## config.mk

```make
export PLATFORM = sky130hd
export DESIGN_NAME = checker_ctrl
export DESIGN_NICKNAME = d
export VERILOG_FILES = /design/src/rtl/checker_ctrl_pkg.sv /design/src/rtl/checker_ctrl_wdt.sv /design/src/rtl/checker_ctrl.sv
export SDC_FILE = /design/constraint.sdc
export NUM_CORES = 1
export LEC_CHECK = 0
export ABC_CLOCK_PERIOD_IN_PS = 10500
export CELL_PAD_IN_SITES_DETAIL_PLACEMENT = 0
export CELL_PAD_IN_SITES_GLOBAL_PLACEMENT = 2
export CORE_ASPECT_RATIO = 1.2
export CORE_UTILIZATION = 28
export CTS_BUF_LIST = sky130_fd_sc_hd__clkbuf_16
export DETAILED_ROUTE_END_ITERATION = 7
export PLACE_DENSITY_LB_ADDON = 0.2
export SLEW_MARGIN = 20
export SYNTH_ARGS = -nofsm -noshare
export SYNTH_HDL_FRONTEND = slang
export SYNTH_SLANG_ARGS = --single-unit
```

## constraint.sdc

```tcl
create_clock -name sys_clk -period 10.5 [get_ports sys_clk]
set_clock_uncertainty 0.15 [all_clocks]
set_input_delay 1.05 -clock sys_clk [delete_from_list [all_inputs] [get_ports sys_clk]]
set_output_delay 1.05 -clock sys_clk [all_outputs]
set_load 0.01 [all_outputs]
```

## src/rtl/checker_ctrl_pkg.sv

```systemverilog
// rtl/checker_ctrl_pkg.sv - shared state encodings, status bit indices and helpers for checker_ctrl
package checker_ctrl_pkg;

  typedef enum logic [2:0] {
    CHECKER_CTRL_STATE_IDLE  = 3'd0,
    CHECKER_CTRL_STATE_START = 3'd1,
    CHECKER_CTRL_STATE_RUN   = 3'd2,
    CHECKER_CTRL_STATE_IRQ   = 3'd3,
    CHECKER_CTRL_STATE_DONE  = 3'd4
  } ctrl_state_t;

  localparam int CHECKER_CTRL_STATUS_ERROR   = 0;
  localparam int CHECKER_CTRL_STATUS_ABORTED = 1;
  localparam int CHECKER_CTRL_STATUS_TIMEOUT = 2;

  localparam logic [15:0] IRQ_COUNT_MAX = 16'hffff;

  function automatic logic [15:0] sat_inc16(input logic [15:0] v);
    return (v == IRQ_COUNT_MAX) ? v : v + 16'd1;
  endfunction

endpackage

```

## src/rtl/checker_ctrl_wdt.sv

```systemverilog
// rtl/checker_ctrl_wdt.sv - clear/enable watchdog counter with expire flag
module checker_ctrl_wdt #(
  parameter int WDT_W = 32
) (
  input  logic             i_clk,
  input  logic             i_rst_n,
  input  logic             i_clear,
  input  logic             i_enable,
  input  logic [WDT_W-1:0] i_limit,
  output logic             o_expire
);

  localparam logic [WDT_W-1:0] ONE = 1;

  logic [WDT_W-1:0] r_count;

  // count enabled cycles since the last clear; a zero limit never expires
  always_ff @(posedge i_clk or negedge i_rst_n) begin
    if (!i_rst_n) begin
      r_count <= '0;
    end else if (i_clear) begin
      r_count <= '0;
    end else if (i_enable) begin
      r_count <= r_count + ONE;
    end
  end

  assign o_expire = (i_limit != '0) && (r_count == i_limit - ONE);

endmodule

```

## src/rtl/checker_ctrl.sv

```systemverilog
// rtl/checker_ctrl.sv - sequencer between the host CSR layer and the shared checker mode bus
module checker_ctrl
  import checker_ctrl_pkg::*;
#(
  parameter int MODE_W = 2,
  parameter int WDT_W  = 32
) (
  input  logic                         sys_clk,
  input  logic                         sys_rst,
  input  logic                         cmd_start,
  input  logic [MODE_W-1:0]            cmd_mode,
  input  logic [63:0]                  cmd_addr,
  input  logic [WDT_W-1:0]             cmd_timeout,
  input  logic                         cmd_abort,
  input  logic                         cmd_ack,
  output logic [MODE_W-1:0]            mode_mode,
  output logic                         mode_start,
  output logic [63:0]                  mode_addr,
  output logic                         mode_ack,
  input  logic [(1<<MODE_W)-1:0]       eng_end,
  input  logic [64*(1<<MODE_W)-1:0]    eng_data,
  input  logic [(1<<MODE_W)-1:0]       eng_irq,
  input  logic [(1<<MODE_W)-1:0]       eng_error,
  output logic                         busy,
  output logic                         done,
  output logic [2:0]                   status,
  output logic [63:0]                  res_data,
  output logic                         irq,
  output logic [15:0]                  irq_count
);

  ctrl_state_t      r_state;
  logic             r_start_q;
  logic [WDT_W-1:0] r_timeout;

  logic             w_sel_end;
  logic             w_sel_irq;
  logic             w_sel_error;
  logic [63:0]      w_sel_data;
  logic             w_wdt_expire;
  logic             w_in_run;
  logic             w_run_exit;

  assign w_sel_end   = eng_end[mode_mode];
  assign w_sel_irq   = eng_irq[mode_mode];
  assign w_sel_error = eng_error[mode_mode];
  assign w_sel_data  = eng_data[{mode_mode, 6'd0} +: 64];

  assign w_in_run   = (r_state == CHECKER_CTRL_STATE_RUN);
  assign w_run_exit = w_sel_end | w_sel_error | cmd_abort | w_wdt_expire;

  // drop start in the very cycle the end is seen so an idle engine cannot relaunch
  assign mode_start = r_start_q & ~(w_in_run & w_sel_end);

  checker_ctrl_wdt #(.WDT_W(WDT_W)) u_wdt (
    .i_clk    (sys_clk),
    .i_rst_n  (sys_rst),
    .i_clear  (r_state == CHECKER_CTRL_STATE_START),
    .i_enable (w_in_run),
    .i_limit  (r_timeout),
    .o_expire (w_wdt_expire)
  );

  // run sequencer with latched command parameters and registered host/engine outputs
  always_ff @(posedge sys_clk or negedge sys_rst) begin
    if (!sys_rst) begin
      r_state   <= CHECKER_CTRL_STATE_IDLE;
      r_start_q <= 1'b0;
      r_timeout <= '0;
      mode_mode <= '0;
      mode_addr <= '0;
      mode_ack  <= 1'b0;
      busy      <= 1'b0;
      done      <= 1'b0;
      status    <= '0;
      res_data  <= '0;
      irq       <= 1'b0;
      irq_count <= '0;
    end else begin
      done     <= 1'b0;
      mode_ack <= 1'b0;
      case (r_state)
        CHECKER_CTRL_STATE_IDLE: begin
          if (cmd_start) begin
            mode_mode <= cmd_mode;
            mode_addr <= cmd_addr;
            r_timeout <= cmd_timeout;
            status    <= '0;
            irq_count <= '0;
            res_data  <= '0;
            r_start_q <= 1'b1;
            busy      <= 1'b1;
            r_state   <= CHECKER_CTRL_STATE_START;
          end
        end
        CHECKER_CTRL_STATE_START: begin
          r_state <= CHECKER_CTRL_STATE_RUN;
        end
        CHECKER_CTRL_STATE_RUN: begin
          if (w_run_exit) begin
            res_data  <= w_sel_data;
            r_start_q <= 1'b0;
            busy      <= 1'b0;
            done      <= 1'b1;
            r_state   <= CHECKER_CTRL_STATE_DONE;
            if (!w_sel_end) begin
              if (w_sel_error) begin
                status[CHECKER_CTRL_STATUS_ERROR] <= 1'b1;
              end else if (cmd_abort) begin
                status[CHECKER_CTRL_STATUS_ABORTED] <= 1'b1;
              end else begin
                status[CHECKER_CTRL_STATUS_TIMEOUT] <= 1'b1;
              end
            end
          end else if (w_sel_irq && !mode_ack) begin
            // the engine still shows its old irq during the ack cycle
            irq       <= 1'b1;
            irq_count <= sat_inc16(irq_count);
            r_state   <= CHECKER_CTRL_STATE_IRQ;
          end
        end
        CHECKER_CTRL_STATE_IRQ: begin
          if (cmd_abort) begin
            status[CHECKER_CTRL_STATUS_ABORTED] <= 1'b1;
            irq       <= 1'b0;
            res_data  <= w_sel_data;
            r_start_q <= 1'b0;
            busy      <= 1'b0;
            done      <= 1'b1;
            r_state   <= CHECKER_CTRL_STATE_DONE;
          end else if (cmd_ack) begin
            mode_ack <= 1'b1;
            irq      <= 1'b0;
            r_state  <= CHECKER_CTRL_STATE_RUN;
          end
        end
        CHECKER_CTRL_STATE_DONE: begin
          r_state <= CHECKER_CTRL_STATE_IDLE;
        end
        default: begin
          r_state <= CHECKER_CTRL_STATE_IDLE;
        end
      endcase
    end
  end

endmodule

```

==> impl_metrics.env <==
export IMPL_status="finished clean"
export IMPL_synthCells=1449
export IMPL_htree_num_levels=1
export IMPL_clkTransAtPathRegs_ns=0.07
export IMPL_syn_area_mm2=0.0134
export IMPL_whs_ns=0.322
export IMPL_first_global_vias=13200
export IMPL_finalWirelength_mm=54.7
export IMPL_power_share_clock=0.192
export IMPL_r2r_start="r_timeout[6]"
export IMPL_die_h_um=242
export IMPL_ys_seq_area_frac=0.410
export IMPL_power_share_switching=0.416
export IMPL_synth_edf_count=0
export IMPL_min_period_ns=4.75
export IMPL_setup_violations=0
export IMPL_die_area_mm2=0.0488
export IMPL_cts_root_buf="clkbuf_16"
export IMPL_gp_congestion=0.867
export IMPL_fmaxAchievable_ghz=0.211
export IMPL_drive_gt1_frac=0.0774
export IMPL_cp_start_kind="flop"
export IMPL_first_pass_iters=5
export IMPL_hold_viol=0
export IMPL_synth_top_area_frac=0.410
export IMPL_worst_path_buf_inv=1
export IMPL_netlist_top_cells_area="dfrtp_1 41%, mux4_2 11%, nand2_1 11%"
export IMPL_p_switching_mw=2.04
export IMPL_fin_nets=2265
export IMPL_avgRoutedWirePerCell_um=21.5
export IMPL_synth_simple_area_share=0.259
export IMPL_power_leakage_nw=7.85
export IMPL_tns_ns=0
export IMPL_placementRows=87
export IMPL_vias_per_cell=5.24
export IMPL_crit_start="r_timeout[6]"
export IMPL_worst_ep_arrival_time_ns=5.04
export IMPL_initial_core_util=0.285
export IMPL_internal_power_mw=2.87
export IMPL_post_cts_resized=0
export IMPL_cts_tree="built"
export IMPL_cp_slowest_cell="buf_6"
export IMPL_seqPwrFrac=0.301
export IMPL_ir_drop_uv=120
export IMPL_crit_path_max_fanout=109
export IMPL_syn_to_final_growth_pct=48.7
export IMPL_cp_required_ns=10.80
export IMPL_critical_path_cell_chain="nor4_4 > nand2_1 > nor4_1 > o32ai_2 > a211o_1 > a2111oi_2 > and2_4 > buf_6 > o21ai_0 > o221a_2"
export IMPL_min_from="mode_addr[54]"
export IMPL_synth_top_family_by_area="simple AND/OR/NAND/NOR gates"
export IMPL_finalPower_mw=4.91
export IMPL_avgSynthCellArea_um2=9.26
export IMPL_slowest_delay_ns=0.72
export IMPL_io_pins=525
export IMPL_cts_sinks=220
export IMPL_yosys_most_used_dff="dfrtp_1"
export IMPL_power_frac_comb=0.507
export IMPL_maxCapViolations=0
export IMPL_synth_mux_area_frac=0.118
export IMPL_antenna_found_initial=8
export IMPL_syn_nets=1823
export IMPL_grt_ovfl_total=0
export IMPL_ant_nets=0
export IMPL_clock_latency_ns=0.55
export IMPL_ys_ff_latch=220
export IMPL_hold_buffers=0
export IMPL_synth_compound_area_frac=0.143
export IMPL_grt_pass1_wl_mm=82.3
export IMPL_drv_slew=0
export IMPL_die_w_um=202
export IMPL_route_vias_total=13300
export IMPL_rsz0062_at_grt="false"
export IMPL_hold_class="flop to flop"
export IMPL_grt_use_total=0.218
export IMPL_grt_max_degree=110
export IMPL_relSlewSlack=0.367
export IMPL_final_common_cell="clkdlybuf4s50_1"
export IMPL_finalCritPeriodShare=0.452
export IMPL_synth_distinct_cells=65
export IMPL_numPortBuffers=524
export IMPL_endpoint_kind="flop"
export IMPL_crit_family="simple AND/OR/NAND/NOR gates"
export IMPL_synth_fa_ha_area_frac=0.00280
export IMPL_core_area_mm2=0.0471
export IMPL_synth_xor_area_frac=0.0228
export IMPL_synth_top_cell_by_area="dfrtp_1"
export IMPL_place_hpwl_mm=39.4
export IMPL_synthArstFlopShare=1.00
export IMPL_yosys_warnings=0
export IMPL_mostFrequentLayoutCells="523 x clkdlybuf4s50_1, 397 x nand2_1, 218 x dfrtp_1"
export IMPL_clock_tree_buffer_depth=3
export IMPL_power_density_mw_per_mm2=246
export IMPL_drc=0
export IMPL_worst_pin_slew_ns=0.949
export IMPL_numCtsBuffers=27
export IMPL_post_cts_buffers=0
export IMPL_first_iter_violations=731
export IMPL_path_class="flop to flop"
-- power by group through the flow --
stage / Sequential [mW] / Combinational (mW) / Clock, mW
final: 1.48 / 2.49 / 0.942
after floorplan: 1.46 / 1.40 / 0
after global placement: 1.48 / 2.50 / 0
after global routing: 1.53 / 2.71 / 1.00
after detailed placement: 1.49 / 2.52 / 0
after CTS: 1.48 / 2.53 / 0.973
-- routing by layer --
layer,part of all wire,vias up,global-route usage
li1,-,6194,-
met1,0.41,6553,0.274
met2,0.50,499,0.370
met3,0.069,62,0.0403
met4,0.030,6,0.0773
met5,0.00064,-,0
-- sequential cells by signal, summed over array words and instances (netlist names) --
register,cells
r_timeout,32
r_state,3
r_start_q,1
irq_count,16
mode_mode,2
u_wdt.r_count,32
status,3
res_data,64
irq,1
mode_addr,64
mode_ack,1
done,1
-- path summary, 6_finish.rpt --
check                      slack [ns]  depth (start not counted)            end
hold / removal                   0.32                          2  mode_addr[54]
max in group asynchronous        7.59                          3   mode_mode[1]
hold reg to reg                  0.32                          2  mode_addr[54]
setup reg to reg                 5.75                         10      r_start_q
min in group asynchronous        0.37                          1  mode_addr[33]
setup / recovery                 5.75                         10      r_start_q
-- cells by family (layout without fill, tap and decap cells) --
family | Yosys count | count (layout)
buffers and inverters | 137 | 599
other | 0 | 5
XOR/XNOR | 35 | 35
adder cells (fa/ha/maj) | 3 | 3
multiplexers | 74 | 74
AO/OA/AOI/OAI | 259 | 259
flip-flops | 220 | 220
AND/OR/NAND/NOR | 721 | 721
-- area by class of cell --
cell class,count,area (µm²)
diodes,5,12.5
multi-input cells,1092,7370
clock inverters,22,195
clock buffers,27,676
fillers,4546,27200
repair buffers,539,5370
inverters,11,41.3
well taps,623,779
flip-flops and latches,220,5510
-- worst register-to-register path: stages, from the launching register on --
cell	delay, ns
dfrtp_1	0.50
nor4_4	0.45
nand2_1	0.38
nor4_1	0.49
o32ai_2	0.14
a211o_1	0.30
a2111oi_2	0.40
and2_4	0.59
buf_6	0.74
o21ai_0	0.31
o221a_2	0.21
-- through the flow --
step / instance area, µm² / worst slack (ns) / std cells / util
after floorplan: 13400 / 7.14 / 1449 / -
after global placement: 19100 / 5.56 / 2485 / 0.405
after detailed placement: 19100 / 5.50 / 2485 / 0.405
after CTS: 19900 / 5.49 / 2534 / 0.423
after global routing: 20000 / 5.46 / 2537 / 0.423
final: 20000 / 5.75 / 2539 / 0.423
-- Yosys cell counts, drive strengths merged (22+ instances only) --
| cell | count |
|---|---|
| buf | 33 |
| dfrtp | 220 |
| nor2 | 36 |
| mux4 | 67 |
| a21oi | 22 |
| nand3 | 105 |
| o21ai | 37 |
| o211ai | 75 |
| o2bb2ai | 63 |
| o31ai | 25 |
| nand2 | 398 |
| nand3b | 67 |
| or4 | 24 |
| clkbuf | 93 |
Note: power is estimated with default switching activity, not from simulation.
